===== src/rtl/aha_reset_handshake_ctrl_if.sv =====
// Register bus plus per-channel reset request/acknowledge for aha_reset_handshake_ctrl.
// Single-cycle strobes with no backpressure; acks may arrive asynchronously.
interface aha_reset_handshake_ctrl_if #(
    parameter int NUM_CH = 11
);
    logic [11:0]       reg_addr;
    logic              reg_read_en;
    logic              reg_write_en;
    logic [3:0]        reg_byte_strobe;
    logic [31:0]       reg_wdata;
    logic [31:0]       reg_rdata;
    logic [NUM_CH-1:0] rst_ack_i;
    logic [NUM_CH-1:0] rst_req_o;
    logic              irq_o;

    modport master (
        output reg_addr, reg_read_en, reg_write_en, reg_byte_strobe, reg_wdata, rst_ack_i,
        input  reg_rdata, rst_req_o, irq_o
    );

    modport slave (
        input  reg_addr, reg_read_en, reg_write_en, reg_byte_strobe, reg_wdata, rst_ack_i,
        output reg_rdata, rst_req_o, irq_o
    );
endinterface


===== src/rtl/aha_reset_handshake_ctrl.sv =====
// Per-channel reset request/acknowledge sequencer with timeout and sticky status registers.
// Request rises the cycle after a START write; reads are combinational; no backpressure.
module aha_reset_handshake_ctrl #(
    parameter int NUM_CH    = 11,
    parameter int TIMEOUT_W = 8
) (
    input logic                      clk,
    input logic                      reset,
    aha_reset_handshake_ctrl_if.slave bus
);
    typedef enum logic [1:0] {
        ST_IDLE = 2'd0,
        ST_REQ  = 2'd1,
        ST_REL  = 2'd2
    } state_t;

    localparam logic [4:0] OFF_START     = 5'd0;
    localparam logic [4:0] OFF_DONE      = 5'd1;
    localparam logic [4:0] OFF_TMO       = 5'd2;
    localparam logic [4:0] OFF_IRQ_EN    = 5'd3;
    localparam logic [4:0] OFF_TMO_LIMIT = 5'd4;
    localparam logic [4:0] OFF_ACK_RAW   = 5'd5;

    logic [4:0]           off;
    logic [31:0]          bmask;
    logic [31:0]          wbits;
    logic                 unused_bits;

    logic [NUM_CH-1:0]    ack_meta_q;
    logic [NUM_CH-1:0]    ack_s_q;

    state_t               state_q [NUM_CH];
    state_t               state_d [NUM_CH];
    logic [TIMEOUT_W-1:0] cnt_q   [NUM_CH];
    logic [TIMEOUT_W-1:0] cnt_d   [NUM_CH];
    logic [NUM_CH-1:0]    req_q, req_d;
    logic [NUM_CH-1:0]    done_q, done_d;
    logic [NUM_CH-1:0]    tmo_q, tmo_d;
    logic [NUM_CH-1:0]    irq_en_q, irq_en_d;
    logic [TIMEOUT_W-1:0] tmo_limit_q, tmo_limit_d;
    logic                 irq_q, irq_d;

    logic [NUM_CH-1:0]    start_set;
    logic [NUM_CH-1:0]    done_set, tmo_set;
    logic [NUM_CH-1:0]    done_clr, tmo_clr;
    logic [NUM_CH-1:0]    tmo_hit;
    logic [NUM_CH-1:0]    busy;
    logic [31:0]          rdata;

    assign off   = bus.reg_addr[6:2];
    assign bmask = {{8{bus.reg_byte_strobe[3]}}, {8{bus.reg_byte_strobe[2]}},
                    {8{bus.reg_byte_strobe[1]}}, {8{bus.reg_byte_strobe[0]}}};
    assign wbits = bus.reg_wdata & bmask;
    assign unused_bits = ^{bus.reg_addr[11:7], bus.reg_addr[1:0], wbits, bmask};

    assign start_set = (bus.reg_write_en && off == OFF_START) ? wbits[NUM_CH-1:0] : '0;
    assign done_clr  = (bus.reg_write_en && off == OFF_DONE)  ? wbits[NUM_CH-1:0] : '0;
    assign tmo_clr   = (bus.reg_write_en && off == OFF_TMO)   ? wbits[NUM_CH-1:0] : '0;

    always_ff @(posedge clk or posedge reset) begin
        if (reset) begin
            ack_meta_q <= '0;
            ack_s_q    <= '0;
        end else begin
            ack_meta_q <= bus.rst_ack_i;
            ack_s_q    <= ack_meta_q;
        end
    end

    always_comb begin
        tmo_hit = '0;
        busy    = '0;
        for (int ch = 0; ch < NUM_CH; ch++) begin
            tmo_hit[ch] = (tmo_limit_q != '0) && (cnt_q[ch] == tmo_limit_q);
            busy[ch]    = (state_q[ch] != ST_IDLE);
        end
    end

    // Exit condition is tested before the timeout so a late ack still completes cleanly.
    always_comb begin
        done_set = '0;
        tmo_set  = '0;
        req_d    = '0;
        for (int ch = 0; ch < NUM_CH; ch++) begin
            state_d[ch] = state_q[ch];
            cnt_d[ch]   = cnt_q[ch];
            case (state_q[ch])
                ST_IDLE: begin
                    if (start_set[ch]) begin
                        state_d[ch] = ST_REQ;
                        cnt_d[ch]   = '0;
                    end
                end
                ST_REQ: begin
                    if (ack_s_q[ch]) begin
                        state_d[ch] = ST_REL;
                        cnt_d[ch]   = '0;
                    end else if (tmo_hit[ch]) begin
                        state_d[ch] = ST_IDLE;
                        tmo_set[ch] = 1'b1;
                    end else if (cnt_q[ch] != '1) begin
                        cnt_d[ch] = cnt_q[ch] + TIMEOUT_W'(1);
                    end
                end
                ST_REL: begin
                    if (!ack_s_q[ch]) begin
                        state_d[ch]  = ST_IDLE;
                        done_set[ch] = 1'b1;
                    end else if (tmo_hit[ch]) begin
                        state_d[ch] = ST_IDLE;
                        tmo_set[ch] = 1'b1;
                    end else if (cnt_q[ch] != '1) begin
                        cnt_d[ch] = cnt_q[ch] + TIMEOUT_W'(1);
                    end
                end
                default: state_d[ch] = ST_IDLE;
            endcase
            req_d[ch] = (state_d[ch] == ST_REQ);
        end
    end

    always_comb begin
        done_d      = (done_q & ~done_clr) | done_set;
        tmo_d       = (tmo_q & ~tmo_clr) | tmo_set;
        irq_en_d    = irq_en_q;
        tmo_limit_d = tmo_limit_q;
        if (bus.reg_write_en && off == OFF_IRQ_EN)
            irq_en_d = (irq_en_q & ~bmask[NUM_CH-1:0]) | wbits[NUM_CH-1:0];
        if (bus.reg_write_en && off == OFF_TMO_LIMIT)
            tmo_limit_d = (tmo_limit_q & ~bmask[TIMEOUT_W-1:0]) | wbits[TIMEOUT_W-1:0];
        irq_d = |((done_q | tmo_q) & irq_en_q);
    end

    always_ff @(posedge clk or posedge reset) begin
        if (reset) begin
            for (int ch = 0; ch < NUM_CH; ch++) begin
                state_q[ch] <= ST_IDLE;
                cnt_q[ch]   <= '0;
            end
            req_q       <= '0;
            done_q      <= '0;
            tmo_q       <= '0;
            irq_en_q    <= '0;
            tmo_limit_q <= '1;
            irq_q       <= 1'b0;
        end else begin
            for (int ch = 0; ch < NUM_CH; ch++) begin
                state_q[ch] <= state_d[ch];
                cnt_q[ch]   <= cnt_d[ch];
            end
            req_q       <= req_d;
            done_q      <= done_d;
            tmo_q       <= tmo_d;
            irq_en_q    <= irq_en_d;
            tmo_limit_q <= tmo_limit_d;
            irq_q       <= irq_d;
        end
    end

    always_comb begin
        rdata = '0;
        if (bus.reg_read_en) begin
            case (off)
                OFF_START:     rdata[NUM_CH-1:0]    = busy;
                OFF_DONE:      rdata[NUM_CH-1:0]    = done_q;
                OFF_TMO:       rdata[NUM_CH-1:0]    = tmo_q;
                OFF_IRQ_EN:    rdata[NUM_CH-1:0]    = irq_en_q;
                OFF_TMO_LIMIT: rdata[TIMEOUT_W-1:0] = tmo_limit_q;
                OFF_ACK_RAW:   rdata[NUM_CH-1:0]    = ack_s_q;
                default:       rdata                = '0;
            endcase
        end
    end

    assign bus.reg_rdata = rdata;
    assign bus.rst_req_o = req_q;
    assign bus.irq_o     = irq_q;
endmodule


===== src/flat_wrapper.sv =====
// flat-port wrapper written by rule: the top's interface ports become plain ports
module aha_reset_handshake_ctrl_flat 
#(
    parameter int NUM_CH    = 11,
    parameter int TIMEOUT_W = 8
)
  (clk, reset, bus_reg_addr, bus_reg_read_en, bus_reg_write_en, bus_reg_byte_strobe, bus_reg_wdata, bus_rst_ack_i, bus_reg_rdata, bus_rst_req_o, bus_irq_o);
  aha_reset_handshake_ctrl_if #(.NUM_CH(NUM_CH)) bus_i ();
  input logic clk;
  input logic reset;
  input wire logic [$bits(bus_i.reg_addr)-1:0] bus_reg_addr;
  input wire logic [$bits(bus_i.reg_read_en)-1:0] bus_reg_read_en;
  input wire logic [$bits(bus_i.reg_write_en)-1:0] bus_reg_write_en;
  input wire logic [$bits(bus_i.reg_byte_strobe)-1:0] bus_reg_byte_strobe;
  input wire logic [$bits(bus_i.reg_wdata)-1:0] bus_reg_wdata;
  input wire logic [$bits(bus_i.rst_ack_i)-1:0] bus_rst_ack_i;
  output wire logic [$bits(bus_i.reg_rdata)-1:0] bus_reg_rdata;
  output wire logic [$bits(bus_i.rst_req_o)-1:0] bus_rst_req_o;
  output wire logic [$bits(bus_i.irq_o)-1:0] bus_irq_o;
  assign bus_i.reg_addr = bus_reg_addr;
  assign bus_i.reg_read_en = bus_reg_read_en;
  assign bus_i.reg_write_en = bus_reg_write_en;
  assign bus_i.reg_byte_strobe = bus_reg_byte_strobe;
  assign bus_i.reg_wdata = bus_reg_wdata;
  assign bus_i.rst_ack_i = bus_rst_ack_i;
  assign bus_reg_rdata = bus_i.reg_rdata;
  assign bus_rst_req_o = bus_i.rst_req_o;
  assign bus_irq_o = bus_i.irq_o;
  aha_reset_handshake_ctrl #(.NUM_CH(NUM_CH), .TIMEOUT_W(TIMEOUT_W)) u_core (.clk(clk), .reset(reset), .bus(bus_i));
endmodule

===== config.mk =====
export PLATFORM = sky130hd
export DESIGN_NAME = aha_reset_handshake_ctrl_flat
export DESIGN_NICKNAME = d
export VERILOG_FILES = /design/src/rtl/aha_reset_handshake_ctrl_if.sv /design/src/rtl/aha_reset_handshake_ctrl.sv /design/src/flat_wrapper.sv
export SDC_FILE = /design/constraint.sdc
export NUM_CORES = 1
export LEC_CHECK = 0
export CORE_ASPECT_RATIO = 2
export CORE_UTILIZATION = 40
export DETAILED_ROUTE_END_ITERATION = 8
export PLACE_DENSITY_LB_ADDON = 0.05
export SYNTH_ARGS = -nofsm -noshare
export SYNTH_HDL_FRONTEND = slang
export SYNTH_SLANG_ARGS = --single-unit

===== constraint.sdc =====
create_clock -name clk -period 8.8 [get_ports clk]
set_input_delay 1.76 -clock clk [delete_from_list [all_inputs] [get_ports clk]]
set_output_delay 1.76 -clock clk [all_outputs]
set_load 0.005 [all_outputs]

==> impl_metrics.toml <==
[hold_path]
holdCritPathClass = "flip-flop to flip-flop"
hold_start = "u_core.ack_meta_q[5]$_DFF_PP0_"
hold_path_depth = 0
hold_path_end = "u_core.ack_s_q[5]$_DFF_PP0_"

[synthesis]
syn_avg_cell_area_um2 = 9.05
synthCells = 1350
synth_cell_type_count = 71
synth-edff-count = 0
syn_area_mm2 = 0.0122
ys_ff_latch = 185
synthArstFlopShare_pct = 100
synth-seq-area-share_pct = 38.0
yosys_warnings = 0
synth_ff_type = "dfrtp_1"

[layout]
drive_above_1_share_pct = 6.48
diodes = 0
nFillCells = 2964
multi_input_comb_area_mm2 = 0.00704
final_cell_mix = "177 x dfrtp_1, 136 x nand2_1, 80 x xor2_1, 74 x o21ai_0, 67 x nand3_1"
seq_area_mm2 = 0.00464
nets = 1494
layout.cells.non_filler = 1757
layout_commonest_cell = "dfrtp_1"
synthToLayoutAreaGrowth_pct = 11.1

[timing]
finalCriticalPeriod_ps = 6540
hold_violations = 0
fin_crit_sh_pct = 74.4
fin_tns_setup_ps = 0
fin_worst_skew_ps = 12.7
setup_violations = 0
worstMarginPinSlew_ps = 1030
rsz0062_at_grt = "no"
max-slew-margin-rel_pct = 30.9
drv_slew = 0
fmax_ghz = 0.153
fin_ws_ps = 2260

[die]
start_util_pct = 40.6
rows = 90
pin_count = 107
die-area_mm2 = 0.0313
core_mm2 = 0.0301
die_w_um = 126
die_height_um = 249

[pwr]
power_density_mw_per_mm2 = 250
p_clk_share_pct = 22.8
seq_power_share_pct = 36.0
power_mw = 3.39
comb_power_share_pct = 41.3
ir_drop_v = 0.000143
internal_power_mw = 1.92
p_sw_share_pct = 43.5
leakagePower_nw = 6.08
p_switching_mw = 1.47

[drt]
viasPerCell = 5.98
wl_per_cell_um = 20.5
first_pass_iters = 9
vias = 10514
drtIter0Drc = 500
finalWirelength_mm = 36.1
drcViolationCount = 5
ant_nets = 0

[global_route]
grt_max_degree = 74
grt_first_pass_wirelength_mm = 57.2
grt_use_total_pct = 23.6
grt_pass1_vias = 10537
antenna_found_initial = 2
grt_overflow = 0

[placement]
dpl.cell_count = 1725
io_buffers = 55
dp_hpwl_mm = 26.2
place_ws_ps = 2240
gp_congestion = 0.853

[status]
status = "complete, but fails checks"
violations = "DRC"

[worst_setup_path]
critPathArrivalTime_ps = 4780
r2r_slack_ps = 5690
crit_path_end_kind = "output port"
r2r_end = "u_core.cnt_q[30]$_DFFE_PP0P_"
r2r_cells = 6
start_kind = "input port"
crit_start = "bus_reg_addr[2]"
path_class = "input port to output port"
cp.required_ps = 7040
critPathMaxFanout = 7

[cts]
htree_levels = 4
cts_buffers = 17
cts.clk_slew.worst_paths_ps = 70
hold_buffers = 0
cts_root_buffer = "clkbuf_16"
postCtsSetupBuffers = 0
cts-resized-gates = 0
cts_buffer_depth = 2
cts_tree = "yes"
clkLatencyLatePin_ps = 460
clock_sinks = 185

[flow_run]
drv_cap = 0
[stage by stage]
step | cell area (µm²) | hold WS [ps] | utilization, %
finish | 13600 | 350 | 45.1
CTS | 13600 | 352 | 45.1
floorplan | 12300 | 331 | -
detailed placement | 13000 | 336 | 43.3
global placement | 13000 | 333 | 43.3
global route | 13600 | 362 | 45.1
[cells by family after synthesis]
logic type | count (synthesis) | synth area share (%)
simple gates | 529 | 23.5
compound gates | 309 | 17.6
flops | 185 | 38.0
buf+inv | 139 | 5.08
xor+xnor | 88 | 6.31
fa+ha+maj | 55 | 5.63
mux | 44 | 3.81
other cells | 1 | 0.0307
[area by class of cell]
class / count / share of cell area, %
Timing Repair Buffer: 65 / 4.61
Multi-Input combinational cell: 1046 / 51.9
Inverter: 61 / 1.74
Clock buffer: 17 / 3.13
Sequential cell: 185 / 34.2
Clock inverter: 15 / 1.03
Tap cell: 368 / 3.39
[worst max path at each step]
| stage | endpoint | cells past startpoint | slack, ps |
|---|---|---|---|
| 6_report | bus_reg_rdata[6] | 7 | 2260 |
| 5_1_grt | bus_reg_rdata[6] | 7 | 2160 |
| 3_3_place_gp | bus_reg_rdata[6] | 7 | 2270 |
| 2_1_floorplan | asynchronous set/reset pin | 1 | 2020 |
| 3_5_place_dp | bus_reg_rdata[6] | 7 | 2240 |
| 4_1_cts | bus_reg_rdata[6] | 7 | 2230 |
[per-layer routing]
metal  global-route usage (%)  part of all wire, %
met3                     4.19                  3.6
met1                     25.6                   39
met5                        0                0.075
met2                     43.8                   54
met4                     11.1                  3.8
[power by group through the flow]
stage                     clock [mW]  combinational (mW)  sequential [mW]
after CTS                      0.796                1.41             1.22
after detailed placement           0                1.40             1.23
final                          0.771                1.40             1.22
after global routing           0.826                1.57             1.24
after floorplan                    0                1.06             1.13
after global placement             0                1.39             1.23
[critical path: stages]
cell             delay, ps
clkdlybuf4s50_1        580
nand2b_1               130
nor4b_2                830
buf_4                  300
a221oi_1                80
a21boi_0               500
clkdlybuf4s50_1        610
[Yosys cell counts, types with 6 or more instances]
cell | count | area (µm²)
dfrtp_1 | 177 | 4430
nand2_1 | 136 | 510
xor2_1 | 80 | 701
o21ai_0 | 74 | 370
nand3_1 | 67 | 335
inv_1 | 61 | 229
ha_1 | 55 | 688
a21oi_1 | 51 | 255
nor2_1 | 49 | 184
nand4_1 | 48 | 300
clkbuf_1 | 44 | 165
and3_1 | 41 | 257
nand2b_1 | 29 | 181
nor4_1 | 28 | 175
mux2i_1 | 24 | 240
or4_1 | 24 | 180
buf_4 | 23 | 173
a31oi_1 | 21 | 131
mux2_2 | 20 | 225
o31ai_1 | 20 | 150
or3_1 | 18 | 113
nor2b_1 | 17 | 106
nor3_1 | 17 | 85.1
a221oi_1 | 13 | 114
o211ai_1 | 13 | 97.6
and4_1 | 12 | 105
a22oi_1 | 11 | 82.6
nand3b_1 | 11 | 82.6
o31a_1 | 11 | 96.3
buf_2 | 10 | 50.1
o2bb2ai_1 | 9 | 78.8
a21boi_0 | 8 | 60.1
a21o_1 | 8 | 60.1
dfstp_2 | 8 | 210
o32ai_1 | 8 | 70.1
xnor2_1 | 8 | 70.1
and2_1 | 7 | 43.8
o311ai_0 | 7 | 61.3
a41oi_1 | 6 | 52.6
o21a_1 | 6 | 45.0
(Power assumes the default switching activity.)
==> RTL edit: new RTL, same settings <==
`NUM_CH` is set to 11 in 3 places; all go to 10.
--- a/src/rtl/aha_reset_handshake_ctrl_if.sv
+++ b/src/rtl/aha_reset_handshake_ctrl_if.sv
@@ -1,7 +1,7 @@
 // Register bus plus per-channel reset request/acknowledge for aha_reset_handshake_ctrl.
 // Single-cycle strobes with no backpressure; acks may arrive asynchronously.
 interface aha_reset_handshake_ctrl_if #(
-    parameter int NUM_CH = 11
+    parameter int NUM_CH = 10
 );
     logic [11:0]       reg_addr;
     logic              reg_read_en;
--- a/src/rtl/aha_reset_handshake_ctrl.sv
+++ b/src/rtl/aha_reset_handshake_ctrl.sv
@@ -1,7 +1,7 @@
 // Per-channel reset request/acknowledge sequencer with timeout and sticky status registers.
 // Request rises the cycle after a START write; reads are combinational; no backpressure.
 module aha_reset_handshake_ctrl #(
-    parameter int NUM_CH    = 11,
+    parameter int NUM_CH    = 10,
     parameter int TIMEOUT_W = 8
 ) (
     input logic                      clk,
--- a/src/flat_wrapper.sv
+++ b/src/flat_wrapper.sv
@@ -1,7 +1,7 @@
 // flat-port wrapper written by rule: the top's interface ports become plain ports
 module aha_reset_handshake_ctrl_flat 
 #(
-    parameter int NUM_CH    = 11,
+    parameter int NUM_CH    = 10,
     parameter int TIMEOUT_W = 8
 )
   (clk, reset, bus_reg_addr, bus_reg_read_en, bus_reg_write_en, bus_reg_byte_strobe, bus_reg_wdata, bus_rst_ack_i, bus_reg_rdata, bus_rst_req_o, bus_irq_o);
Interface: changed (resized bus_rst_ack_i and bus_rst_req_o); port bits go from 107 to 105. No check against the original RTL was run, so the function may have changed too.
==> RTL edit against the unedited design <==
- sequential cell count shrank 16
- synthesized area shrank 9.4%
- final area is 8.0% lower
- register-to-register slack about the same
- global-route usage rose by 0.16 points
- setup slack lost 0.073 ns
- wire length is 10% lower
- total power decreased by 6.5%
- critical endpoint is now bus_reg_rdata[5]
==> RTL edit: results (changes against the unedited design) <==
\begin{tabular}{lr}
\hline
Metric & Value \\
\hline
\multicolumn{2}{l}{\textbf{Critical path}} \\
Data arrival, critical path & 4.86 ns (+0.08 ns) \\
Critical-path top delay cell & sky130\_fd\_sc\_hd\_\_nor3b\_1 \\
\multicolumn{2}{l}{\textbf{Synth}} \\
Synth top area cells & sky130\_fd\_sc\_hd\_\_dfrtp\_1 (36\%), sky130\_fd\_sc\_hd\_\_ha\_1 (5.7\%), sky130\_fd\_sc\_hd\_\_xnor2\_1 (4.4\%), sky130\_fd\_sc\_hd\_\_nand2\_1 (4.3\%), sky130\_fd\_sc\_hd\_\_o21ai\_0 (3.6\%) \\
Top post-synthesis cells by count & sky130\_fd\_sc\_hd\_\_dfrtp\_1 (161), sky130\_fd\_sc\_hd\_\_nand2\_1 (127), sky130\_fd\_sc\_hd\_\_o21ai\_0 (80) \\
Unique masters post-synth & 63 (-11\%) \\
Sequential cell area fraction in the yosys report & 38.3\% (+0.34 points) \\
\multicolumn{2}{l}{\textbf{Power and ir drop}} \\
Internal cell power & 1.88 mW (-1.7\%) \\
Static power due to leakage & 5.21 nW (-14\%) \\
\multicolumn{2}{l}{\textbf{GRT}} \\
Number of global-route vias before repair & 9,568 (-9.2\%) \\
Global-route usage over all layers & 23.8\% (+0.16 points) \\
Global-route wire length before repair & 51.9 mm (-9.2\%) \\
Antenna violations before repair & 0 (-2) \\
\multicolumn{2}{l}{\textbf{Final layout}} \\
Share of layout cells above drive strength 1 & 7.78\% (+1.3 points) \\
NumNets Final & 1,384 (-7.4\%) \\
Fill count & 2,690 (-9.2\%) \\
\multicolumn{2}{l}{\textbf{Drt}} \\
Overall routed net length & 32.4 mm (-10\%) \\
Via count normalized by instance count & 5.85 (-2.3\%) \\
First-pass iteration count of the detailed router & 6 (-3) \\
\multicolumn{2}{l}{\textbf{Status}} \\
Result of the run & finished clean \\
\multicolumn{2}{l}{\textbf{Placed design}} \\
Number of input and output port buffers inserted & 51 (-7.3\%) \\
Weighted congestion reported at the end of routability-driven placement & 0.876 (+2.7\%) \\
Placed cell area & 0.0119 mm\^{}2 (-8.7\%) \\
Setup slack after placement & 2.23 ns (-0.0190 ns) \\
HPWL Detailed & 23.0 mm (-12\%) \\
\multicolumn{2}{l}{\textbf{STA}} \\
Transition at the pin with the smallest max-transition slack & 1.19 ns (+0.162 ns) \\
Worst setup skew after layout & 0.00877 ns (-0.00394 ns) \\
\multicolumn{2}{l}{\textbf{Min path}} \\
Worst hold start & u\_core.ack\_meta\_q[1] \\
\multicolumn{2}{l}{\textbf{Clock network}} \\
H-tree level count & 4 (unchanged) \\
\hline
\end{tabular}
-- RTL edit: cell count changes after synthesis, sizes merged, moves of 12 or more --
cell    unedited run  this run
or3               18        39
nand3             67        45
clkbuf            44        32
dfrtp            177       161
nor4              29        12
xor2              80        24
nor2              49        34
xnor2              8        56
-- RTL edit: logic make-up (layout without fill, tap and decap cells) --
group / count (synthesis) / in the layout / share of synthesized area, %
DFF: 169 / 169 / 38.3
xor gates and xnor gates: 80 / 80 / 6.33
and+or+nand+nor: 476 / 476 / 23.5
buffers and inverters: 132 / 166 / 5.36
adders and majority gates: 50 / 50 / 5.65
AOI/OAI and AO/OA: 276 / 276 / 16.3
other: 1 / 22 / 0.0339
muxes: 46 / 46 / 4.57
-- RTL edit: area by class of cell --
cell class	count	area [um^2]	share of cell area, %
clock buffer	21	470	3.77
sequential	169	4240	33.9
clock inverter	11	144	1.15
multi-input combinational	950	6310	50.6
timing repair buffer	67	631	5.05
tap	348	435	3.49
inverter	67	256	2.05
-- RTL edit: path summary, 6_finish.rpt --
kind                                             end  cells past startpoint  slack, ns
worst max-delay path                bus_reg_rdata[5]                      8       2.18
worst min-delay path               u_core.ack_s_q[1]                      0       0.35
worst max register to register      u_core.cnt_q[55]                      7       5.68
worst min register to register     u_core.ack_s_q[1]                      0       0.35
max in group asynchronous           u_core.cnt_q[24]                      3       5.46
min in group asynchronous       u_core.ack_meta_q[8]                      2       1.87
-- RTL edit: power by group through the flow --
stage / clock network, mW / logic (mW) / registers [mW]
finish: 0.800 / 1.25 / 1.12
global route: 0.855 / 1.40 / 1.14
CTS: 0.822 / 1.26 / 1.12
detailed placement: 0 / 1.25 / 1.13
global placement: 0 / 1.24 / 1.13
floorplan: 0 / 0.929 / 1.04
-- RTL edit: per-layer routing --
metal,wire length [um],GRT usage (%),share of wire (%)
met1,12900,27.2,40
met2,17300,43.1,53
met3,1220,4.13,3.8
met4,968,9.89,3.0
met5,0,0,0
-- RTL edit: metrics by stage --
stage / hold WS, ns / cells
2_1_floorplan: 0.331 / 1251
3_3_place_gp: 0.334 / 1601
3_5_place_dp: 0.335 / 1601
4_1_cts: 0.350 / 1633
5_1_grt: 0.354 / 1633
6_report: 0.348 / 1633
